==> src/rtl/wb_unit_if.sv <==
// Bundle of the writeback unit's upstream handshake, memory-controller read
// return and register-file write ports. Signal names match the unit's pin list.
interface wb_unit_if #(
    parameter int REG_AW = 4
) ();
    logic              i_wb_vld;
    logic              o_wb_rdy;
    logic [31:0]       i_wb_op;
    logic              i_wb_rd_src;
    logic              i_wb_rd_vld;
    logic [REG_AW-1:0] i_wb_rd_code;
    logic [1:0]        i_wb_ld_size;
    logic              i_wb_ld_signed;
    logic [1:0]        i_wb_addr_lo;
    logic              i_wb_rn_vld;
    logic [REG_AW-1:0] i_wb_rn_code;
    logic [31:0]       i_wb_rn_val;
    logic              i_memctrl_rvld;
    logic [31:0]       i_memctrl_rdata;
    logic              o_rd_en_wb;
    logic [REG_AW-1:0] o_rd_code_wb;
    logic [31:0]       o_rd_reg_wb;
    logic              o_rn_en_wb;
    logic [REG_AW-1:0] o_rn_code_wb;
    logic [31:0]       o_rn_reg_wb;
    logic              o_ld_timeout;

    modport master (
        output i_wb_vld, i_wb_op, i_wb_rd_src, i_wb_rd_vld, i_wb_rd_code,
               i_wb_ld_size, i_wb_ld_signed, i_wb_addr_lo, i_wb_rn_vld,
               i_wb_rn_code, i_wb_rn_val, i_memctrl_rvld, i_memctrl_rdata,
        input  o_wb_rdy, o_rd_en_wb, o_rd_code_wb, o_rd_reg_wb, o_rn_en_wb,
               o_rn_code_wb, o_rn_reg_wb, o_ld_timeout
    );

    modport slave (
        input  i_wb_vld, i_wb_op, i_wb_rd_src, i_wb_rd_vld, i_wb_rd_code,
               i_wb_ld_size, i_wb_ld_signed, i_wb_addr_lo, i_wb_rn_vld,
               i_wb_rn_code, i_wb_rn_val, i_memctrl_rvld, i_memctrl_rdata,
        output o_wb_rdy, o_rd_en_wb, o_rd_code_wb, o_rd_reg_wb, o_rn_en_wb,
               o_rn_code_wb, o_rn_reg_wb, o_ld_timeout
    );
endinterface

==> src/rtl/wb_unit.sv <==
// Writeback stage: holds one retiring instruction, waits (with timeout) for load
// data, aligns/extends it and drives the Rd and optional Rn register-file ports.
module wb_unit #(
    parameter int REG_AW           = 4,
    parameter int MEM_TIMEOUT      = 15,
    parameter int ROTATE_UNALIGNED = 1,
    parameter int RN_PORT_EN       = 1
) (
    input  logic    i_clk,
    input  logic    i_rst,
    wb_unit_if.slave bus
);

    localparam logic [7:0] TIMEOUT_LIM = 8'(MEM_TIMEOUT);

    typedef enum logic [1:0] {
        ST_IDLE,
        ST_WAIT,
        ST_RETIRE,
        ST_ABORT
    } state_e;

    typedef struct packed {
        logic [31:0]       op;
        logic              rd_src;
        logic              rd_vld;
        logic [REG_AW-1:0] rd_code;
        logic [1:0]        ld_size;
        logic              ld_signed;
        logic [1:0]        addr_lo;
        logic              rn_vld;
        logic [REG_AW-1:0] rn_code;
        logic [31:0]       rn_val;
    } instr_t;

    state_e            state_q, state_d;
    instr_t            instr_q, instr_d;
    instr_t            in_instr, cur;
    logic [7:0]        cnt_q, cnt_d, cnt_inc;
    logic              rd_en_q, rd_en_d;
    logic [REG_AW-1:0] rd_code_q, rd_code_d;
    logic [31:0]       rd_reg_q, rd_reg_d;
    logic              rn_en_q, rn_en_d;
    logic [REG_AW-1:0] rn_code_q, rn_code_d;
    logic [31:0]       rn_reg_q, rn_reg_d;
    logic              timeout_q, timeout_d;
    logic              wb_rdy, accept, rd_wr, rn_wr;
    logic [31:0]       ld_data;
    logic [63:0]       rdata_dbl;
    logic [7:0]        ld_byte;
    logic [15:0]       ld_half;

    assign wb_rdy  = (state_q == ST_IDLE);
    assign accept  = bus.i_wb_vld && wb_rdy;
    assign cnt_inc = (cnt_q == 8'hFF) ? cnt_q : cnt_q + 8'd1;

    always_comb begin
        in_instr.op        = bus.i_wb_op;
        in_instr.rd_src    = bus.i_wb_rd_src;
        in_instr.rd_vld    = bus.i_wb_rd_vld;
        in_instr.rd_code   = bus.i_wb_rd_code;
        in_instr.ld_size   = bus.i_wb_ld_size;
        in_instr.ld_signed = bus.i_wb_ld_signed;
        in_instr.addr_lo   = bus.i_wb_addr_lo;
        in_instr.rn_vld    = bus.i_wb_rn_vld;
        in_instr.rn_code   = bus.i_wb_rn_code;
        in_instr.rn_val    = bus.i_wb_rn_val;
    end

    // Instruction retiring straight out of IDLE has not been latched yet.
    assign cur = (state_q == ST_IDLE) ? in_instr : instr_q;

    always_comb begin
        rdata_dbl = {bus.i_memctrl_rdata, bus.i_memctrl_rdata};
        ld_byte   = 8'(bus.i_memctrl_rdata >> {instr_q.addr_lo, 3'b000});
        ld_half   = 16'(bus.i_memctrl_rdata >> {instr_q.addr_lo[1], 4'b0000});
        case (instr_q.ld_size)
            2'b00:   ld_data = {{24{instr_q.ld_signed & ld_byte[7]}}, ld_byte};
            2'b01:   ld_data = {{16{instr_q.ld_signed & ld_half[15]}}, ld_half};
            default: ld_data = (ROTATE_UNALIGNED != 0)
                             ? 32'(rdata_dbl >> {instr_q.addr_lo, 3'b000})
                             : bus.i_memctrl_rdata;
        endcase
    end

    // NOTE: every comb output gets a default before the case so no path
    // leaves it unassigned and no latch is inferred.
    always_comb begin
        state_d = state_q;
        instr_d = instr_q;
        cnt_d   = cnt_q;
        case (state_q)
            ST_IDLE: begin
                if (accept) begin
                    instr_d = in_instr;
                    cnt_d   = '0;
                    state_d = (in_instr.rd_src && in_instr.rd_vld) ? ST_WAIT : ST_RETIRE;
                end
            end
            ST_WAIT: begin
                if (bus.i_memctrl_rvld) begin
                    state_d = ST_RETIRE;
                end else begin
                    cnt_d = cnt_inc;
                    if (cnt_inc == TIMEOUT_LIM) state_d = ST_ABORT;
                end
            end
            default: state_d = ST_IDLE;
        endcase
    end

    // Strobes are registered: computed on the transition into RETIRE/ABORT.
    always_comb begin
        rd_en_d   = 1'b0;
        rn_en_d   = 1'b0;
        rd_code_d = rd_code_q;
        rd_reg_d  = rd_reg_q;
        rn_code_d = rn_code_q;
        rn_reg_d  = rn_reg_q;
        timeout_d = (state_d == ST_ABORT);
        rd_wr     = (state_d == ST_RETIRE) && cur.rd_vld;
        rn_wr     = ((state_d == ST_RETIRE) || (state_d == ST_ABORT)) && (RN_PORT_EN != 0)
                    && cur.rn_vld && !(rd_wr && (cur.rd_code == cur.rn_code));
        if (rd_wr) begin
            rd_en_d   = 1'b1;
            rd_code_d = cur.rd_code;
            rd_reg_d  = cur.rd_src ? ld_data : cur.op;
        end
        if (rn_wr) begin
            rn_en_d   = 1'b1;
            rn_code_d = cur.rn_code;
            rn_reg_d  = cur.rn_val;
        end
    end

    // NOTE: sequential state uses non-blocking assignments so every flop
    // samples pre-edge values regardless of statement order.
    always_ff @(posedge i_clk) begin
        if (i_rst) begin
            state_q   <= ST_IDLE;
            instr_q   <= '0;
            cnt_q     <= '0;
            rd_en_q   <= 1'b0;
            rd_code_q <= '0;
            rd_reg_q  <= '0;
            rn_en_q   <= 1'b0;
            rn_code_q <= '0;
            rn_reg_q  <= '0;
            timeout_q <= 1'b0;
        end else begin
            state_q   <= state_d;
            instr_q   <= instr_d;
            cnt_q     <= cnt_d;
            rd_en_q   <= rd_en_d;
            rd_code_q <= rd_code_d;
            rd_reg_q  <= rd_reg_d;
            rn_en_q   <= rn_en_d;
            rn_code_q <= rn_code_d;
            rn_reg_q  <= rn_reg_d;
            timeout_q <= timeout_d;
        end
    end

    assign bus.o_wb_rdy     = wb_rdy;
    assign bus.o_rd_en_wb   = rd_en_q;
    assign bus.o_rd_code_wb = rd_code_q;
    assign bus.o_rd_reg_wb  = rd_reg_q;
    assign bus.o_rn_en_wb   = rn_en_q;
    assign bus.o_rn_code_wb = rn_code_q;
    assign bus.o_rn_reg_wb  = rn_reg_q;
    assign bus.o_ld_timeout = timeout_q;

endmodule

==> src/flat_wrapper.sv <==
// flat-port wrapper written by rule: the top's interface ports become plain ports
module wb_unit_flat 
#(
    parameter int REG_AW           = 4,
    parameter int MEM_TIMEOUT      = 15,
    parameter int ROTATE_UNALIGNED = 1,
    parameter int RN_PORT_EN       = 1
)
  (i_clk, i_rst, bus_i_wb_vld, bus_i_wb_op, bus_i_wb_rd_src, bus_i_wb_rd_vld, bus_i_wb_rd_code, bus_i_wb_ld_size, bus_i_wb_ld_signed, bus_i_wb_addr_lo, bus_i_wb_rn_vld, bus_i_wb_rn_code, bus_i_wb_rn_val, bus_i_memctrl_rvld, bus_i_memctrl_rdata, bus_o_wb_rdy, bus_o_rd_en_wb, bus_o_rd_code_wb, bus_o_rd_reg_wb, bus_o_rn_en_wb, bus_o_rn_code_wb, bus_o_rn_reg_wb, bus_o_ld_timeout);
  wb_unit_if #(.REG_AW(REG_AW)) bus_i ();
  input  logic i_clk;
  input  logic i_rst;
  input wire logic [$bits(bus_i.i_wb_vld)-1:0] bus_i_wb_vld;
  input wire logic [$bits(bus_i.i_wb_op)-1:0] bus_i_wb_op;
  input wire logic [$bits(bus_i.i_wb_rd_src)-1:0] bus_i_wb_rd_src;
  input wire logic [$bits(bus_i.i_wb_rd_vld)-1:0] bus_i_wb_rd_vld;
  input wire logic [$bits(bus_i.i_wb_rd_code)-1:0] bus_i_wb_rd_code;
  input wire logic [$bits(bus_i.i_wb_ld_size)-1:0] bus_i_wb_ld_size;
  input wire logic [$bits(bus_i.i_wb_ld_signed)-1:0] bus_i_wb_ld_signed;
  input wire logic [$bits(bus_i.i_wb_addr_lo)-1:0] bus_i_wb_addr_lo;
  input wire logic [$bits(bus_i.i_wb_rn_vld)-1:0] bus_i_wb_rn_vld;
  input wire logic [$bits(bus_i.i_wb_rn_code)-1:0] bus_i_wb_rn_code;
  input wire logic [$bits(bus_i.i_wb_rn_val)-1:0] bus_i_wb_rn_val;
  input wire logic [$bits(bus_i.i_memctrl_rvld)-1:0] bus_i_memctrl_rvld;
  input wire logic [$bits(bus_i.i_memctrl_rdata)-1:0] bus_i_memctrl_rdata;
  output wire logic [$bits(bus_i.o_wb_rdy)-1:0] bus_o_wb_rdy;
  output wire logic [$bits(bus_i.o_rd_en_wb)-1:0] bus_o_rd_en_wb;
  output wire logic [$bits(bus_i.o_rd_code_wb)-1:0] bus_o_rd_code_wb;
  output wire logic [$bits(bus_i.o_rd_reg_wb)-1:0] bus_o_rd_reg_wb;
  output wire logic [$bits(bus_i.o_rn_en_wb)-1:0] bus_o_rn_en_wb;
  output wire logic [$bits(bus_i.o_rn_code_wb)-1:0] bus_o_rn_code_wb;
  output wire logic [$bits(bus_i.o_rn_reg_wb)-1:0] bus_o_rn_reg_wb;
  output wire logic [$bits(bus_i.o_ld_timeout)-1:0] bus_o_ld_timeout;
  assign bus_i.i_wb_vld = bus_i_wb_vld;
  assign bus_i.i_wb_op = bus_i_wb_op;
  assign bus_i.i_wb_rd_src = bus_i_wb_rd_src;
  assign bus_i.i_wb_rd_vld = bus_i_wb_rd_vld;
  assign bus_i.i_wb_rd_code = bus_i_wb_rd_code;
  assign bus_i.i_wb_ld_size = bus_i_wb_ld_size;
  assign bus_i.i_wb_ld_signed = bus_i_wb_ld_signed;
  assign bus_i.i_wb_addr_lo = bus_i_wb_addr_lo;
  assign bus_i.i_wb_rn_vld = bus_i_wb_rn_vld;
  assign bus_i.i_wb_rn_code = bus_i_wb_rn_code;
  assign bus_i.i_wb_rn_val = bus_i_wb_rn_val;
  assign bus_i.i_memctrl_rvld = bus_i_memctrl_rvld;
  assign bus_i.i_memctrl_rdata = bus_i_memctrl_rdata;
  assign bus_o_wb_rdy = bus_i.o_wb_rdy;
  assign bus_o_rd_en_wb = bus_i.o_rd_en_wb;
  assign bus_o_rd_code_wb = bus_i.o_rd_code_wb;
  assign bus_o_rd_reg_wb = bus_i.o_rd_reg_wb;
  assign bus_o_rn_en_wb = bus_i.o_rn_en_wb;
  assign bus_o_rn_code_wb = bus_i.o_rn_code_wb;
  assign bus_o_rn_reg_wb = bus_i.o_rn_reg_wb;
  assign bus_o_ld_timeout = bus_i.o_ld_timeout;
  wb_unit #(.REG_AW(REG_AW), .MEM_TIMEOUT(MEM_TIMEOUT), .ROTATE_UNALIGNED(ROTATE_UNALIGNED), .RN_PORT_EN(RN_PORT_EN)) u_core (.i_clk(i_clk), .i_rst(i_rst), .bus(bus_i));
endmodule
==> config.mk <==
export PLATFORM = sky130hd
export DESIGN_NAME = wb_unit_flat
export DESIGN_NICKNAME = d
export VERILOG_FILES = /design/src/rtl/wb_unit_if.sv /design/src/rtl/wb_unit.sv /design/src/flat_wrapper.sv
export SDC_FILE = /design/constraint.sdc
export NUM_CORES = 1
export LEC_CHECK = 0
export ABC_AREA = 1
export ABC_CLOCK_PERIOD_IN_PS = 1950
export CORE_UTILIZATION = 46
export DETAILED_ROUTE_END_ITERATION = 10
export PLACE_DENSITY_LB_ADDON = 0.05
export SLEW_MARGIN = 30
export SYNTH_ARGS = -nofsm -noshare
export SYNTH_HDL_FRONTEND = slang
export SYNTH_SLANG_ARGS = --single-unit
==> constraint.sdc <==
create_clock -name i_clk -period 1.95 [get_ports i_clk]
set_clock_uncertainty 0.15 [all_clocks]
set_input_delay 0.2925 -clock i_clk [delete_from_list [all_inputs] [get_ports i_clk]]
set_output_delay 0.2925 -clock i_clk [all_outputs]
set_load 0.01 [all_outputs]
==> results.ini <==
[job]
max-cap-violations=0

[power]
swShare_pct=31.7
switching_power_uw=3100
pwr-share-clk_pct=33.8
power_frac_comb_pct=27.5
vdd_drop_max_mv=0.701
sequentialPowerShare_pct=38.7
power_density_nw_per_um2=763
leakagePower_uw=0.00558
power.internal_uw=6670

[timing]
setup_slack_ps=-405
fin_tns_setup_ps=-26700
max_freq_mhz=425
period_share_pct=121
rsz0062_at_grt=true
drv_slew=0
worstMarginPinSlew_ps=534
relSlewSlack_pct=64.3
finalSetupViolations=75
timing_hold_violations_final=0
period_needed_ps=2350

[synthesis]
synthArstFlopShare_pct=0
synth_edf_count=0
ys_top_cells_by_area=dfxtp_1 (38%), nand2_1 (13%), o21ai_0 (9.7%), inv_1 (6.3%), nor2_1 (6.2%)
syn_inst=1328
ys_seq_area_share_pct=37.6
synth_top_area_share_pct=37.6
synth_top_cell_by_area=dfxtp_1
synth_top_family_by_area=simple AND/OR/NAND/NOR gates
yosys.area_share.simple_pct=28.6
synth_compound_area_share_pct=21.0
synth_area_per_cell_sq_um=6.61
ys_types=38
synth_area_sq_um=8780
ys.flop_type=dfxtp_1
synth_common_cells=nand2_1 (295), o21ai_0 (170), dfxtp_1 (165)
ys_ff_latch=165
synth.most_common_cell=nand2_1
yosys_warnings=0
synth.area.mux_share_pct=0.684
synth_xor_area_share_pct=0.499
synthAdderAreaFrac_pct=0.143
syn_nets=1445

[cts]
clkSinkCount=165
cts_max_path_buffers=2
clock_latency_ps=430
cts_max_level=4
clk_pin_slew_ps=70
hold_buffers=0
clockRootBuffer=clkbuf_16
cts_tree=done
cts_made_buffers=17

[setup_path]
crit_type=reg2reg
max_stage_delay_ps=360
cp-start-kind=flip-flop
crit_buf_inv=2
cp_max_fo=19
cpMostUsedCell=nand2_2
worst_ep_arrival_time_ps=2520
worst_path_max_delay_cell=dfxtp_2
critPathCaptureType=flip-flop
required_ps=2110
cp_cell_sequence=ha_4 > nand2_4 > nor2_4 > nand3_2 > nand2_2 > nand2_2 > nor2_2 > nand3_1 > nand2_2 > nand2_4 > buf_4 > a21boi_4 > buf_12 > nand3_1 > nand2_1 > nor2_1
cp_top_family=simple AND/OR/NAND/NOR gates

[placement]
post-place-ws_ps=-512
numPortBuffers=191
gp_congestion=0.920
place_hpwl_mm=18.5

[die]
die_w_um=140
die_y_um=140
ios=192
core_area_sq_um=18700
rows=50
initial_core_util_pct=46.9
die_area_sq_um=19600

[grt]
grt_pass1_wl_mm=43.0
grt_pass1_vias=8511
antenna_found_initial=2
grt_max_degree=60
grt_use_total_pct=27.5
grt_overflow=0

[detailed_routing]
vias_per_cell=5.17
drc_errors=0
drtIter0Drc=715
vias=9417
wirelength_mm=27.9
drt-pass1-iter-count=5
wl_per_cell_um=15.3
drtAntennaViolNets=0

[layout]
drive_above_1_share_pct=19.4
nNetsFinal=1690
nFillCells=1620
areaGrowthSynthToFinish_pct=46.0

[run_status]
violations=negative setup slack
status=complete, but fails checks

[hold_path]
hold_class=in2reg

[cell families (layout without fill, tap and decap cells)]
| family | after synthesis | after routing |
|---|---|---|
| simple gates | 586 | 588 |
| flops | 165 | 165 |
| compound gates | 323 | 323 |
| buf+inv | 242 | 498 |
| xor+xnor | 5 | 5 |
| mux | 6 | 6 |
| fa+ha+maj | 1 | 1 |
| other cells | 0 | 1 |
[worst register-to-register path: cells and delay by family (launching register included)]
kind / cells / cell delay [ps]
AND/OR/NAND/NOR: 12 / 1100
flip-flops: 1 / 360
buffers and inverters: 2 / 320
AO/OA/AOI/OAI: 1 / 160
adder cells (fa/ha/maj): 1 / 150
[per-stage QoR]
stage | hold slack, ps | area [sq um] | total power (uW) | cells | utilization [%]
finish | 24.5 | 12800 | 9780 | 1821 | 68.5
detailed placement | 286 | 11400 | 6200 | 1761 | 61.1
global placement | 283 | 11400 | 6170 | 1761 | 61.1
CTS | 3.10 | 12400 | 9650 | 1811 | 66.4
floorplan | 232 | 8820 | 5150 | 1328 | -
global route | 15.3 | 12800 | 10200 | 1821 | 68.5
[state kept, by name, summed over array words and instances (netlist names)]
signal and cells:
u_core.bus.o_rn_reg_wb 32, u_core.bus.o_rn_code_wb 4, u_core.bus.o_ld_timeout 1, u_core.cnt_q 8, u_core.bus.o_rd_code_wb 4, u_core.bus.o_rd_en_wb 1
u_core.state_q 2, u_core.bus.o_rd_reg_wb 32, u_core.instr_q 80, u_core.bus.o_rn_en_wb 1
[power groups by stage]
stage | clock network [uW] | registers [uW] | logic [uW]
after floorplan | 0 | 3870 | 1280
after global placement | 0 | 3840 | 2340
after detailed placement | 0 | 3840 | 2360
after CTS | 3350 | 3770 | 2530
after global routing | 3500 | 3810 | 2940
final | 3310 | 3780 | 2690
[per-layer routing]
| metal | share of wire [%] | track usage [%] |
|---|---|---|
| met1 | 44 | 36.3 |
| met4 | 1.3 | 6.48 |
| met3 | 6.0 | 5.74 |
| met5 | 0 | 0 |
| met2 | 48 | 46.1 |
[worst paths after layout]
| check | from | slack (ps) | end | depth (start not counted) |
|---|---|---|---|---|
| setup / recovery | u_core.cnt_q[0]$_SDFFE_PP0P_ | -400 | u_core.bus.o_rn_reg_wb[25]$_SDFFE_PP0P_ | 16 |
| hold / removal | i_rst | 20 | u_core.instr_q[14]$_SDFFE_PP0P_ | 2 |
| setup reg to reg | u_core.cnt_q[0]$_SDFFE_PP0P_ | -400 | u_core.bus.o_rn_reg_wb[25]$_SDFFE_PP0P_ | 16 |
| hold reg to reg | u_core.instr_q[73]$_SDFFE_PP0P_ | 290 | u_core.instr_q[73]$_SDFFE_PP0P_ | 2 |
[layout by cell type (no fill, tap or decap), drive strengths merged]
cell type	n
a211oi	19
a21boi	1
a21oi	83
a31oi	3
a32o	2
buf	120
bufinv	1
clkbuf	23
clkdlybuf4s50	189
clkinv	6
clkinvlp	2
dfxtp	165
diode	1
ha	1
inv	157
mux2i	6
nand2	331
nand3	99
nand3b	1
nand4	3
nor2	154
o211ai	17
o21ai	191
o22ai	1
o31ai	6
xnor2	3
xor2	2
[area by class of cell]
cell class / count / area, sq um / area share, %
well taps: 234 / 293 / 2.29
inverters: 151 / 583 / 4.55
diodes: 1 / 2.50 / 0.0195
repair buffers: 314 / 3210 / 25.1
multi-input cells: 923 / 4820 / 37.6
clock buffers: 18 / 429 / 3.35
clock inverters: 14 / 144 / 1.12
flip-flops and latches: 165 / 3310 / 25.8
repair inverters: 1 / 20.0 / 0.156
[repair_timing]
action / in CTS / in global routing
setup buffers: 14 / 7
cloned: 5 / 5
gates resized for setup: 76 / 76
pin swaps: 12 / 20
setup endpoints to repair: 103 / 117
(Power assumes the default switching activity.)
